==> src/rtl/multicycle_control_pkg.sv <==
// Shared encodings for the multicycle MIPS control unit: FSM states, opcodes
// and the datapath mux/ALU select codes.
package multicycle_control_pkg;

  typedef enum logic [3:0] {
    S_FETCH  = 4'd0,
    S_DECODE = 4'd1,
    S_MEMADR = 4'd2,
    S_MEMRD  = 4'd3,
    S_MEMWB  = 4'd4,
    S_MEMWR  = 4'd5,
    S_EXEC   = 4'd6,
    S_ALUWB  = 4'd7,
    S_BRANCH = 4'd8,
    S_JUMP   = 4'd9,
    S_IEXEC  = 4'd10,
    S_IWB    = 4'd11,
    S_HALT   = 4'd15
  } state_t;

  localparam logic [5:0] OP_RTYPE = 6'b000000;
  localparam logic [5:0] OP_J     = 6'b000010;
  localparam logic [5:0] OP_BEQ   = 6'b000100;
  localparam logic [5:0] OP_ADDI  = 6'b001000;
  localparam logic [5:0] OP_ANDI  = 6'b001100;
  localparam logic [5:0] OP_ORI   = 6'b001101;
  localparam logic [5:0] OP_LW    = 6'b100011;
  localparam logic [5:0] OP_SW    = 6'b101011;

  localparam logic [1:0] ALUOP_ADD   = 2'b00;
  localparam logic [1:0] ALUOP_SUB   = 2'b01;
  localparam logic [1:0] ALUOP_FUNCT = 2'b10;
  localparam logic [1:0] ALUOP_LOGIC = 2'b11;

  localparam logic [1:0] SRCB_REG       = 2'b00;
  localparam logic [1:0] SRCB_FOUR      = 2'b01;
  localparam logic [1:0] SRCB_IMM       = 2'b10;
  localparam logic [1:0] SRCB_IMM_SHIFT = 2'b11;

  localparam logic [1:0] PCSRC_ALU    = 2'b00;
  localparam logic [1:0] PCSRC_ALUOUT = 2'b01;
  localparam logic [1:0] PCSRC_JUMP   = 2'b10;

endpackage

==> src/rtl/multicycle_control_opcode_decode.sv <==
// Combinational opcode classifier: picks the state following DECODE and the
// immediate-handling controls used by IEXEC/IWB.
module mc_opcode_decode
  import multicycle_control_pkg::*;
(
  input  logic [5:0] opcode_i,
  output state_t     next_state_o,
  output logic       is_legal_o,
  output logic       ext_op_imm_o,
  output logic [1:0] alu_op_imm_o
);

  always_comb begin
    next_state_o = S_FETCH;
    is_legal_o   = 1'b1;
    ext_op_imm_o = 1'b1;
    alu_op_imm_o = ALUOP_ADD;
    case (opcode_i)
      OP_LW, OP_SW: next_state_o = S_MEMADR;
      OP_RTYPE:     next_state_o = S_EXEC;
      OP_BEQ:       next_state_o = S_BRANCH;
      OP_J:         next_state_o = S_JUMP;
      OP_ADDI:      next_state_o = S_IEXEC;
      // Logical immediates zero-extend and use the logic ALU function.
      OP_ANDI, OP_ORI: begin
        next_state_o = S_IEXEC;
        ext_op_imm_o = 1'b0;
        alu_op_imm_o = ALUOP_LOGIC;
      end
      default:      is_legal_o = 1'b0;
    endcase
  end

endmodule

==> src/rtl/multicycle_control.sv <==
// Moore control FSM for a multicycle MIPS subset (lw/sw/R/beq/j/addi/andi/ori).
// Branch PC update is qualified by the ALU zero flag outside this block.
module multicycle_control
  import multicycle_control_pkg::*;
#(
  parameter bit ILLEGAL_TO_FETCH = 1'b1
) (
  input  logic       clk,
  input  logic       rst,
  input  logic [5:0] opcode,
  input  logic       zero,
  output logic       pc_write,
  output logic       pc_write_cond,
  output logic       i_or_d,
  output logic       mem_read,
  output logic       mem_write,
  output logic       ir_write,
  output logic       mem_to_reg,
  output logic       reg_dst,
  output logic       reg_write,
  output logic       alu_src_a,
  output logic       ext_op,
  output logic       illegal_op,
  output logic [1:0] alu_src_b,
  output logic [1:0] alu_op,
  output logic [1:0] pc_source,
  output logic [3:0] state
);

  state_t     state_q, state_d;
  logic [5:0] opcode_q;
  logic       ext_imm_q;
  logic [1:0] alu_imm_q;
  logic       illegal_q, illegal_d;

  state_t     dec_next;
  logic       dec_legal;
  logic       dec_ext;
  logic [1:0] dec_alu;

  // zero is consumed by the external PC-enable gate; only accepted here.
  logic unused_zero;
  assign unused_zero = zero;

  mc_opcode_decode u_decode (
    .opcode_i     (opcode),
    .next_state_o (dec_next),
    .is_legal_o   (dec_legal),
    .ext_op_imm_o (dec_ext),
    .alu_op_imm_o (dec_alu)
  );

  always_ff @(posedge clk) begin
    if (rst) begin
      state_q   <= S_FETCH;
      opcode_q  <= 6'b000000;
      ext_imm_q <= 1'b0;
      alu_imm_q <= ALUOP_ADD;
      illegal_q <= 1'b0;
    end else begin
      state_q   <= state_d;
      illegal_q <= illegal_d;
      if (state_q == S_DECODE) begin
        opcode_q  <= opcode;
        ext_imm_q <= dec_ext;
        alu_imm_q <= dec_alu;
      end
    end
  end

  always_comb begin
    state_d   = state_q;
    illegal_d = 1'b0;
    case (state_q)
      S_FETCH:  state_d = S_DECODE;
      S_DECODE: begin
        if (dec_legal) begin
          state_d = dec_next;
        end else begin
          state_d   = ILLEGAL_TO_FETCH ? S_FETCH : S_HALT;
          illegal_d = 1'b1;
        end
      end
      S_MEMADR: state_d = (opcode_q == OP_LW) ? S_MEMRD : S_MEMWR;
      S_MEMRD:  state_d = S_MEMWB;
      S_EXEC:   state_d = S_ALUWB;
      S_IEXEC:  state_d = S_IWB;
      S_HALT:   state_d = S_HALT;
      default:  state_d = S_FETCH;
    endcase
  end

  always_comb begin
    pc_write      = 1'b0;
    pc_write_cond = 1'b0;
    i_or_d        = 1'b0;
    mem_read      = 1'b0;
    mem_write     = 1'b0;
    ir_write      = 1'b0;
    mem_to_reg    = 1'b0;
    reg_dst       = 1'b0;
    reg_write     = 1'b0;
    alu_src_a     = 1'b0;
    ext_op        = 1'b0;
    alu_src_b     = SRCB_REG;
    alu_op        = ALUOP_ADD;
    pc_source     = PCSRC_ALU;
    case (state_q)
      S_FETCH: begin
        mem_read  = 1'b1;
        ir_write  = 1'b1;
        alu_src_b = SRCB_FOUR;
        pc_write  = 1'b1;
      end
      S_DECODE: begin
        alu_src_b = SRCB_IMM_SHIFT;
        ext_op    = 1'b1;
      end
      S_MEMADR: begin
        alu_src_a = 1'b1;
        alu_src_b = SRCB_IMM;
        ext_op    = 1'b1;
      end
      S_MEMRD: begin
        mem_read = 1'b1;
        i_or_d   = 1'b1;
      end
      S_MEMWB: begin
        reg_write  = 1'b1;
        mem_to_reg = 1'b1;
      end
      S_MEMWR: begin
        mem_write = 1'b1;
        i_or_d    = 1'b1;
      end
      S_EXEC: begin
        alu_src_a = 1'b1;
        alu_op    = ALUOP_FUNCT;
      end
      S_ALUWB: begin
        reg_write = 1'b1;
        reg_dst   = 1'b1;
      end
      S_BRANCH: begin
        alu_src_a     = 1'b1;
        alu_op        = ALUOP_SUB;
        pc_write_cond = 1'b1;
        pc_source     = PCSRC_ALUOUT;
      end
      S_JUMP: begin
        pc_write  = 1'b1;
        pc_source = PCSRC_JUMP;
      end
      S_IEXEC: begin
        alu_src_a = 1'b1;
        alu_src_b = SRCB_IMM;
        alu_op    = alu_imm_q;
        ext_op    = ext_imm_q;
      end
      S_IWB: begin
        reg_write = 1'b1;
        ext_op    = ext_imm_q;
      end
      default: ;
    endcase
    // Architectural writes are suppressed for the whole cycle reset is held.
    if (rst) begin
      pc_write      = 1'b0;
      pc_write_cond = 1'b0;
      mem_write     = 1'b0;
      reg_write     = 1'b0;
      ir_write      = 1'b0;
    end
  end

  assign illegal_op = illegal_q;
  assign state      = state_q;

endmodule

==> config.mk <==
export PLATFORM = sky130hd
export DESIGN_NAME = multicycle_control
export DESIGN_NICKNAME = d
export VERILOG_FILES = /design/src/rtl/multicycle_control_pkg.sv /design/src/rtl/multicycle_control_opcode_decode.sv /design/src/rtl/multicycle_control.sv
export SDC_FILE = /design/constraint.sdc
export NUM_CORES = 1
export LEC_CHECK = 0
export CORE_ASPECT_RATIO = 0.8
export CORE_UTILIZATION = 28
export DETAILED_ROUTE_END_ITERATION = 7
export PLACE_DENSITY = 0.59
export SYNTH_ARGS = -nofsm -noshare
export SYNTH_HDL_FRONTEND = slang
export SYNTH_HIERARCHICAL = 1
export SYNTH_SLANG_ARGS = --single-unit
==> constraint.sdc <==
create_clock -name clk -period 1.8 [get_ports clk]
set_clock_uncertainty 0.1 [all_clocks]
set_input_delay 0.36 -clock clk [delete_from_list [all_inputs] [get_ports clk]]
set_output_delay 0.36 -clock clk [all_outputs]
set_load 0.02 [all_outputs]
# Yosys cells after proc, flatten, opt, wreduce, memory -nomap -nowiden
# Cells that the tools add are included.
[word_totals] regBits=14 inputBits=9 out_inout_bits=22 word_cells=68
[op_classes] n_eq_ne=20 muxes=27 bitwise_logic=1 n_reduce_logical=15
[op_table] cell="$pmux 4 s7" count=1
[op_table] cell="$eq 4x4->1 const B" count=5
[op_table] cell="$pmux 4 s5" count=1
[op_table] cell="$eq 6x4->1 const B" count=3
[op_table] cell="$eq 6x6->1 const B" count=3
[op_table] cell="$mux 1" count=18
[op_table] cell="$reduce_or 2->1" count=9
[op_table] cell="$eq 4x3->1 const B" count=4
[op_table] cell="$pmux 2 s3" count=2
[op_table] cell="$eq 4x2->1 const B" count=2
[op_table] cell="$reduce_or 8->1" count=1
[op_table] cell="$eq 6x2->1 const B" count=1
[op_table] cell="$eq 6x3->1 const B" count=1
[op_table] cell="$logic_not 6->1" count=1
[op_table] cell="$reduce_or 3->1" count=2
[op_table] cell="$eq 4x1->1 const B" count=1
[op_table] cell="$logic_not 4->1" count=1
[op_table] cell="$mux 4" count=1
[op_table] cell="$pmux 2 s2" count=1
[op_table] cell="$reduce_or 4->1" count=1
[op_table] cell="$mux 3" count=1
[op_table] cell="$mux 2" count=1
[op_table] cell="$pmux 1 s2" count=1
[op_table] cell="$not 1->1" count=1

# Longest topological paths before layout
# Gate-level depths: netlist (run 1).
[depth] ltp_word=5 depth_mapped=7 ltp_nobuf=7

# By module
# The synthesis (run 1) kept the hierarchy.
[modules_own_cells] mod="multicycle_control" instances=1 cells_per_inst=113 area_per_inst_um2=804.5 seq_area_each_um2=280.3
[modules_own_cells] mod="mc_opcode_decode" instances=1 cells_per_inst=22 area_per_inst_um2=135.1 seq_area_each_um2=0.0

# Worst setup path before layout (run 1)
# OpenSTA, ideal clock, no wires.
[synth_path] path_type="register to output" startpoint="register state_q[2], in the netlist state[2]" endpoint="output port reg_write" t_arrival_ns=1.770 required_ns=1.340 slack_ns=-0.430 stages_incl_launch_ff=6 cell_sequence="dfxtp_1 buf_2 nand2b_1 nor3_1 nor2_1 nor2_1"
[synth_via] elab_chain_cells=4 elab_cells_between_ends=6
[synth_lines] element="start: declaration" line="multicycle_control.sv:30" rtl="state_t state_q, state_d;"
[synth_lines] element="start signal: assignment" line="multicycle_control.sv:61" rtl="state_q <= state_d;"
[synth_lines] element="$eq 4x4->1 or $eq 4x3->1 (tied branches)" line="multicycle_control.sv:108" rtl="case (state_q)"
[synth_lines] element="$reduce_or 3->1 (no source line) *"
[synth_lines] element="$mux 1 *" line="multicycle_control.sv:108"
[synth_lines] element="$mux 1 *" line="multicycle_control.sv:167" rtl="if (rst) begin"
[synth_lines] element="end: declaration" line="multicycle_control.sv:20" rtl="output logic reg_write,"
# Every way passes the cells marked *; elsewhere a longest branch is shown, timed or not.

# Worst setup path after layout (run 1)
[layout_path] startpoint="register state_q[3], in the netlist state[3]" endpoint="output port ir_write"
[layout_via] elab_chain_cells=3
[layout_lines] element="$logic_not 4->1" line="multicycle_control.sv:108"
[layout_lines] element="$mux 1" line="multicycle_control.sv:108"
[layout_lines] element="$mux 1" line="multicycle_control.sv:167"
[layout_lines] element="end: declaration" line="multicycle_control.sv:17" rtl="output logic ir_write,"
# Every way passes these cells.

==> results.md, run 1 <==
- Crit. Startpoint: state[3]
- Clock Pin Slew Worst Setup and Hold Paths: 0.06 ns
- Synth Area per Inst: 6.96 um2
- Vias: 1,113
- Crit path capture: ir_write
- Post-DRT Antenna Nets: 0
- Tot Pwr: 0.000831 W
- Max_cap viols: 0
- Final Worst Setup Slack: 0.00773 ns
- Power Internal: 0.000615 W
- Crit-path max FO: 9
- Syn_nets: 144
- Slew margin rel.: 0.763
- Period utilization: 0.996
- Clock Power Share: 0.359
- Crit path time final: 1.79 ns
- Drt first-iter violations: 41
- CTS tree: done
- CP Capture Type: primary output
- #FFs+latches synth: 14
- Worst slew pin tran: 0.355 ns
- Number of flops mapped to enable cells by yosys: 0
- Leakage Power: 0.691 nW
- Global-route wire length before repair: 4510 um
- GRT Total Usage: 0.163
- Worst skew pair latency: 0.24 ns
- Die width: 66.8 um
- Largest net degree at the start of global routing: 12
- YS warnings: 6
- Reg2reg end: opcode_q[3]
- Clock Tree Buf Depth: 2
- GPL Wtd Cong: 0.803
- Seq pwr share: 0.396
- Core area: 0.00313 mm2
- Final Util: 0.518
- Inserted Clock Buffers: 3
- Place WS: -0.511 ns
- Power per Cell Area: 512 mW/mm2
- Mapped Cells: 135
- Nets: 200
- Initial antenna violation count: 0
- Final wirelength: 2790 um
- Setup Fix Bufs, Post-CTS: 0
- Logic pwr share: 0.245
- DRC violations left: 0
- Post-synthesis cell type count: 35
- Initial DRT Pass Iterations: 4
- I/O Buffers: 29
- Share of Yosys cell area claimed by the top area cell type: 0.298
- R2R depth: 6
- Wire per inst: 12.1 um
- Startpoint types: flip-flop
- Die H: 53.8 um
- Post-DP HPWL: 2200 um
- RR Startpoint: state[3]
- Final-report hold violation count: 0
- Top cells by area, synth: dfxtp_1 30%, a21oi_1 9.6%, nand2_1 9.6%, nor2_1 5.2%, nand2b_1 4.0%
- Type of the worst setup path: flip-flop to primary output
- Min-delay src: opcode_q[1]
- CP arrival: 1.33 ns
- CP required: 1.34 ns
- R2R Setup Slk: 0.11 ns
- Syn Std Cell Area: 940 um2
- Peak supply drop: 0.372 mV
- Fraction of registers with async set/reset: 0
- Net Switching: 0.000216 W
- IO Pins: 31
- Fin Hold WS: 0.354 ns
- Vias in the first global route: 1,023
- Sequential-to-total area share from yosys stat: 0.298
- DR vias/cell: 4.84
- Layout area overhead: 72.7%
- Fin. max-slew vios: 0
- Synth Flop Type: dfxtp_1
- Status: finished, final reports clean
- Top post-synthesis cells by count: 24 x nand2_1, 18 x a21oi_1, 14 x dfxtp_1
- Top-count cell post-synth: nand2_1
- Antenna diodes: 0
- Clock Root Buffer: clkbuf_8
- Htree depth: 1
- Sw frac: 0.260
- Layout cells sized above 1: 0.432
- RSZ-0062 raised after global routing: yes
- Initial Util: 0.300
- Yosys top cell by area: dfxtp_1
- Hold Buf Count CTS: 0
- Grt total ovfl: 0
- Final Setup Violations: 0
- Achievable Freq: 558 MHz
- # clock sinks: 14
- Worst hold path class: flip-flop to flip-flop
- Die area: 0.00359 mm2
- Std cell rows: 18
[routing by layer]
layer	wire, um	share of wire	track usage
met1	1270	0.45	0.210
met2	1350	0.48	0.295
met3	179	0.064	0.0191
met4	0	0	0.0319
met5	0	0	0
[power by group through the flow]
stage	clock network [W]	logic, W	registers (W)
after floorplan	0	0.0000864	0.000340
after global placement	0	0.000181	0.000337
after detailed placement	0	0.000185	0.000337
after CTS	0.000304	0.000189	0.000331
after global routing	0.000316	0.000220	0.000330
final	0.000298	0.000204	0.000329
[how the worst min path moves through the flow]
stage / end / slack [ns] / depth (start not counted)
2_1_floorplan: ext_imm_q / 0.33 / 2
3_3_place_gp: opcode_q[5] / 0.34 / 2
3_5_place_dp: opcode_q[1] / 0.35 / 2
4_1_cts: opcode_q[1] / 0.35 / 2
5_1_grt: ext_imm_q / 0.36 / 2
6_report: opcode_q[1] / 0.35 / 2
[flip-flops by register name, summed over array words and instances, names as in the netlist]
register	cells
alu_imm_q	2
ext_imm_q	1
state	4
opcode_q	6
illegal_op	1
[cells by family after synthesis]
| group | share of synthesized area |
|---|---|
| buf+inv | 0.0719 |
| xor+xnor | 0.0280 |
| simple gates | 0.398 |
| compound gates | 0.204 |
| flops | 0.298 |
[per-stage QoR]
| step | setup TNS, ns | std cells | instance area [um2] |
|---|---|---|---|
| 4_1_cts | -0.0894 | 230 | 1560 |
| 6_report | 0 | 230 | 1620 |
| 3_5_place_dp | -5.51 | 226 | 1500 |
| 5_1_grt | -0.197 | 230 | 1620 |
| 3_3_place_gp | -4.88 | 226 | 1500 |
| 2_1_floorplan | -0.348 | 135 | 970 |
[placed cells by master, fill, tap and decap left out, types with 3 or more instances in the layout]
master	Yosys	routed
a21oi_1	18	15
and3_1	3	3
buf_2	6	10
buf_4	3	36
clkbuf_8	0	4
clkdlybuf4s50_1	0	5
dfxtp_1	14	10
dfxtp_2	0	3
dlygate4sd2_1	0	5
nand2_1	24	23
nand2b_1	6	3
nand2b_4	0	3
nand3_1	4	4
nor2_1	13	12
nor2_2	2	3
nor3_1	5	4
o21a_1	3	3
o21ai_0	4	3
[area by class of cell]
type / instances / area [um2]
Multi-Input combinational cell: 108 / 741
Sequential cell: 14 / 288
Fill cell: 305 / 1510
Timing Repair Buffer: 62 / 482
Tap cell: 40 / 50.0
Inverter: 2 / 7.51
Clock buffer: 4 / 55.1
[critical path, cell delays in order, from the launching register on]
cell and delay, ns:
dfxtp_2 0.35, buf_8 0.15, or2_4 0.28, nor4_4 0.14, buf_4 0.18
[timing repair]
item                                    in CTS  in global routing
endpoints found under the setup margin      25                 20
pin swaps                                    2                  2
cloned                                       0                  0
gates resized for setup                     89                 26
Note: power is estimated with default switching activity, not from simulation.
==> run 2: changes to the inputs <==
--- a/config.mk
+++ b/config.mk
@@ -8,6 +8,7 @@
 export CORE_ASPECT_RATIO = 0.8
 export CORE_UTILIZATION = 28
 export DETAILED_ROUTE_END_ITERATION = 7
+export HOLD_SLACK_MARGIN = 0.08
 export PLACE_DENSITY = 0.59
 export SYNTH_ARGS = -nofsm -noshare
 export SYNTH_HDL_FRONTEND = slang
==> results of run 2 <==
No change in the layout: final DEF, timing and power equal those of run 1.
